### src/rtl/des_key_schedule.sv
// DES round-key generator: PC-1 load, per-round C/D rotation, PC-2 output.
// Encrypt walks K1..K16 with left shifts; decrypt walks K16..K1 with right shifts.
module des_key_schedule (
  input  logic        clk,
  input  logic        n_rst,
  input  logic        start,
  input  logic        decrypt,
  input  logic [63:0] key_in,
  input  logic        clear,
  input  logic        key_ready,
  output logic [47:0] round_key,
  output logic        key_valid,
  output logic [3:0]  round_idx,
  output logic        busy,
  output logic        done
);

  localparam int PC1 [0:55] = '{
    57, 49, 41, 33, 25, 17,  9,  1, 58, 50, 42, 34, 26, 18,
    10,  2, 59, 51, 43, 35, 27, 19, 11,  3, 60, 52, 44, 36,
    63, 55, 47, 39, 31, 23, 15,  7, 62, 54, 46, 38, 30, 22,
    14,  6, 61, 53, 45, 37, 29, 21, 13,  5, 28, 20, 12,  4
  };

  localparam int PC2 [0:47] = '{
    14, 17, 11, 24,  1,  5,  3, 28, 15,  6, 21, 10,
    23, 19, 12,  4, 26,  8, 16,  7, 27, 20, 13,  2,
    41, 52, 31, 37, 47, 55, 30, 40, 51, 45, 33, 48,
    44, 49, 39, 56, 34, 53, 46, 42, 50, 36, 29, 32
  };

  typedef enum logic {IDLE, RUN} state_t;

  state_t      state, state_n;
  logic [27:0] c_q, d_q;
  logic [3:0]  idx_q;
  logic        mode_q;
  logic        done_q;
  logic [55:0] pc1_key;
  logic [55:0] cd;
  logic [4:0]  rnd;
  logic        one;
  logic        accept;
  logic        last;

  // DES numbers bits from 1 at the MSB, hence the 64-n / 56-n mapping.
  always_comb begin
    pc1_key = '0;
    for (int j = 0; j < 56; j++)
      pc1_key[55-j] = key_in[64-PC1[j]];
  end

  assign cd = {c_q, d_q};

  always_comb begin
    round_key = '0;
    for (int j = 0; j < 48; j++)
      round_key[47-j] = cd[56-PC2[j]];
  end

  assign accept = (state == RUN) && key_ready;
  assign last   = mode_q ? (idx_q == 4'd0) : (idx_q == 4'd15);

  // Encrypt shifts for the next round, decrypt undoes the round just emitted.
  assign rnd = mode_q ? ({1'b0, idx_q} + 5'd1) : ({1'b0, idx_q} + 5'd2);
  assign one = (rnd == 5'd1) || (rnd == 5'd2) ||
               (rnd == 5'd9) || (rnd == 5'd16);

  function automatic logic [27:0] rotl(input logic [27:0] x, input logic s1);
    return s1 ? {x[26:0], x[27]} : {x[25:0], x[27:26]};
  endfunction

  function automatic logic [27:0] rotr(input logic [27:0] x, input logic s1);
    return s1 ? {x[0], x[27:1]} : {x[1:0], x[27:2]};
  endfunction

  always_comb begin
    state_n = state;
    unique case (state)
      IDLE: if (start) state_n = RUN;
      RUN:  if (accept && last) state_n = IDLE;
      default: state_n = IDLE;
    endcase
    if (clear) state_n = IDLE;
  end

  always_ff @(posedge clk or negedge n_rst) begin
    if (!n_rst) state <= IDLE;
    else        state <= state_n;
  end

  always_ff @(posedge clk or negedge n_rst) begin
    if (!n_rst) begin
      c_q    <= '0;
      d_q    <= '0;
      idx_q  <= '0;
      mode_q <= 1'b0;
      done_q <= 1'b0;
    end else begin
      done_q <= 1'b0;
      if (clear) begin
        done_q <= 1'b0;
      end else if (state == IDLE && start) begin
        mode_q <= decrypt;
        if (decrypt) begin
          c_q   <= pc1_key[55:28];
          d_q   <= pc1_key[27:0];
          idx_q <= 4'd15;
        end else begin
          c_q   <= rotl(pc1_key[55:28], 1'b1);
          d_q   <= rotl(pc1_key[27:0], 1'b1);
          idx_q <= 4'd0;
        end
      end else if (accept) begin
        if (last) begin
          done_q <= 1'b1;
        end else if (mode_q) begin
          c_q   <= rotr(c_q, one);
          d_q   <= rotr(d_q, one);
          idx_q <= idx_q - 4'd1;
        end else begin
          c_q   <= rotl(c_q, one);
          d_q   <= rotl(d_q, one);
          idx_q <= idx_q + 4'd1;
        end
      end
    end
  end

  assign key_valid = (state == RUN);
  assign busy      = (state == RUN);
  assign round_idx = idx_q;
  assign done      = done_q;

endmodule
### config.mk
export PLATFORM = sky130hd
export DESIGN_NAME = des_key_schedule
export DESIGN_NICKNAME = d
export VERILOG_FILES = /design/src/rtl/des_key_schedule.sv
export SDC_FILE = /design/constraint.sdc
export NUM_CORES = 1
export LEC_CHECK = 0
export ABC_AREA = 1
export BUFFER_PORTS_ARGS = -buffer_cell sky130_fd_sc_hd__buf_2
export CORE_AREA = 2 2 125 97
export DETAILED_ROUTE_END_ITERATION = 6
export DIE_AREA = 0 0 127 99
export GPL_ROUTABILITY_DRIVEN = 0
export PLACE_DENSITY_LB_ADDON = 0.12
export SLEW_MARGIN = 25
export SYNTH_ARGS = -nofsm -noshare
export SYNTH_HDL_FRONTEND = slang
export SYNTH_SLANG_ARGS = --single-unit
export TNS_END_PERCENT = 10
### constraint.sdc
create_clock -name clk -period 5.65 [get_ports clk]
set_input_delay 0.565 -clock clk [delete_from_list [all_inputs] [get_ports clk]]
set_output_delay 0.565 -clock clk [all_outputs]
set_load 0.005 [all_outputs]
==> metrics.cfg <==
[critical_path]
required_ns = 5.90
crit_arrival_ns = 4.00
worst_setup_path_start_kind = flip-flop
rr_startpoint = mode_q
path_class = flip-flop to flip-flop
cp_max_fo = 61
rrSetupSlack_ns = 1.91
crit_start = mode_q
r2r-end = c_q[22]
reg2reg_depth = 12
endpoint = c_q[22]
cp-end-kind = flip-flop

[sta]
rsz0062_at_grt = no
period_needed_ns = 3.74
worst_slack_ns = 1.91
max_slew.worst_pin.slew_ns = 0.936
finalHoldViolations = 0
setup_tns_ns = 0
slew_headroom_pct = 37.5
maxSlewViolCount = 0
holdWs_ns = 0.395
fin_skew_ns = 0.00499
fmax_ghz = 0.267
period_share_pct = 66.3
final-setup-viol-count = 0

[clock_network]
insertion_delay_ns = 0.33
cts_buffer_depth = 2
clockRootBuffer = clkbuf_16
cts_hold_buf = 0
cts-resized-gates = 0
cts_sinks = 63
clkTransAtPathRegs_ns = 0.05
cts_inserted_buffers = 9
htreeDepth = 3
postCtsSetupRepairBufs = 0
cts_tree = yes

[routing]
wl_um = 16800
detail_route.wl_per_cell_um = 16.1
drc_errors = 0
detail-route-antenna-nets = 0
drt_iter0_markers = 681
first_pass_iters = 5
num_vias = 6127
via_per_inst = 5.87

[run_status]
status = finished clean

[place]
placed_cells = 1029
numPortBuffers = 116
dpl_worst_slack_ns = 2.00
placed_area_um2 = 5700
dpl.hpwl_um = 10600

[floorplanning]
fp.dieW_um = 127
start_util_pct = 49.3
io_pins = 125
die-area_um2 = 12600
rows = 34
core-area_um2 = 11300
die_h_um = 99

[yosys]
synth_nets = 949
synth_area_um2 = 5570
synth_fa_ha_area_share_pct = 1.48
muxShareOfSynthArea_pct = 0
yosysUniqueCellTypes = 29
yosysSeqAreaShare_pct = 28.3
synth_xor_area_share_pct = 0.314
synth-edff-count = 0
yosys_register_bits = 63
syn_inst = 873
synthFlopType = dfrtp_1
yosysWarningCount = 0
synthArstFlopShare_pct = 100
synth_top_family_by_area = simple AND/OR/NAND/NOR gates
syn_area_per_cell_um2 = 6.38
synth_compound_area_share_pct = 11.4
synth-simple-area-share_pct = 44.4

[hold_path]
hp-class = input pin to asynchronous set/reset pin

[global_route]
grt_first_pass_wirelength_um = 27700
antenna_found_initial = 0
grt_overflow = 0
grt_use_total_pct = 26.5
grt_pass1_vias = 5614
grt_max_degree = 64

[final_layout]
fillers = 1134
antenna_cells = 0
fin_area_um2 = 5980
synthToLayoutAreaGrowth_pct = 7.23
fin_util_pct = 52.8
fin_cells = 1044
nets = 972
final_layout_size_suffix_gt1_share_pct = 21.6

[power_and_ir_drop]
switching_power_mw = 1.63
power.density_nw_per_um2 = 560
p_total_mw = 3.35
comb_power_share_pct = 55.9
clockPowerShare_pct = 15.9
intPower_mw = 1.71
seqPwrFrac_pct = 28.2
p_leak_nw = 2.89
max-vdd-ir-drop_uv = 201
p_sw_share_pct = 48.8

[flow_run]
max_cap_violations = 0

-- power by group through the flow --
stage          clock [mW]  combinational, mW  sequential (mW)
6_report            0.533               1.87            0.944
2_1_floorplan           0               1.66            0.875
3_5_place_dp            0               1.82            0.947
4_1_cts             0.541               1.84            0.940
3_3_place_gp            0               1.78            0.935
5_1_grt             0.562               2.08            0.981
-- cells in the final DEF (no fill, tap or decap), drive strengths merged --
| cell type | instances |
|---|---|
| o21a | 1 |
| nand4 | 1 |
| o22ai | 2 |
| nor3 | 1 |
| clkinv | 2 |
| nand3 | 230 |
| a211oi | 1 |
| o21ai | 1 |
| nand2 | 195 |
| a21oi | 115 |
| buf | 128 |
| clkbuf | 15 |
| xnor2 | 1 |
| a22oi | 4 |
| xor2 | 1 |
| inv | 11 |
| fa | 1 |
| ha | 5 |
| dfrtp | 63 |
| nor2 | 120 |
| or2 | 2 |
-- cells by family (layout without fill, tap and decap cells) --
kind of cell	after synthesis	in the layout
flops	63	63
xor+xnor	2	2
compound gates	124	124
fa+ha+maj	6	6
simple gates	549	549
buf+inv	129	156
-- cell usage after synthesis (5+ instances only) --
| cell | n | area (µm²) |
|---|---|---|
| nand3_1 | 229 | 1150 |
| nand2_1 | 150 | 563 |
| nor2_1 | 120 | 450 |
| a21oi_1 | 115 | 576 |
| dfrtp_1 | 63 | 1580 |
| buf_4 | 55 | 413 |
| nand2_2 | 45 | 282 |
| clkbuf_1 | 36 | 135 |
| buf_1 | 10 | 37.5 |
| buf_2 | 9 | 45.0 |
| inv_1 | 9 | 33.8 |
| ha_1 | 5 | 62.6 |
-- flip-flops by register name, indices dropped and copies added (netlist names) --
name,cells
busy,1
round_idx,4
c_q,28
mode_q,1
done,1
d_q,28
-- final cells by class --
type	count	area (µm²)	share of cell area [%]
tap	144	180	3.01
inverter	13	52.6	0.879
timing repair buffer	128	671	11.2
clock buffer	15	278	4.65
multi-input combinational	681	3220	53.8
sequential	63	1580	26.4
-- worst max-delay path, cell delays in order (launching register included) --
cell     delay, ns
dfrtp_2       0.63
inv_4         0.60
nand2_2       0.14
nand2_2       0.12
nand3_1       0.07
nor2_1        0.11
nand3_2       0.72
nand2_2       0.31
buf_4         0.45
nand2_1       0.13
nand3_1       0.10
nand3_1       0.08
a21oi_1       0.17
-- routing by layer --
layer	wire length, µm	up-vias	global-route usage (%)
met5	0	-	0
met4	174	0	6.42
met3	1540	18	5.16
met2	7270	332	39.7
met1	7790	2841	39.4
li1	-	2936	-
-- how the worst min path moves through the flow --
| stage | from | end | slack (ns) |
|---|---|---|---|
| after global routing | clear | busy | 0.42 |
| after detailed placement | d_q[2] | d_q[2] | 0.55 |
| after CTS | clear | busy | 0.41 |
| after floorplan | n_rst | busy | 0.27 |
| after global placement | d_q[2] | d_q[2] | 0.54 |
| final | n_rst | c_q[7] | 0.40 |
(Power assumes the default switching activity.)
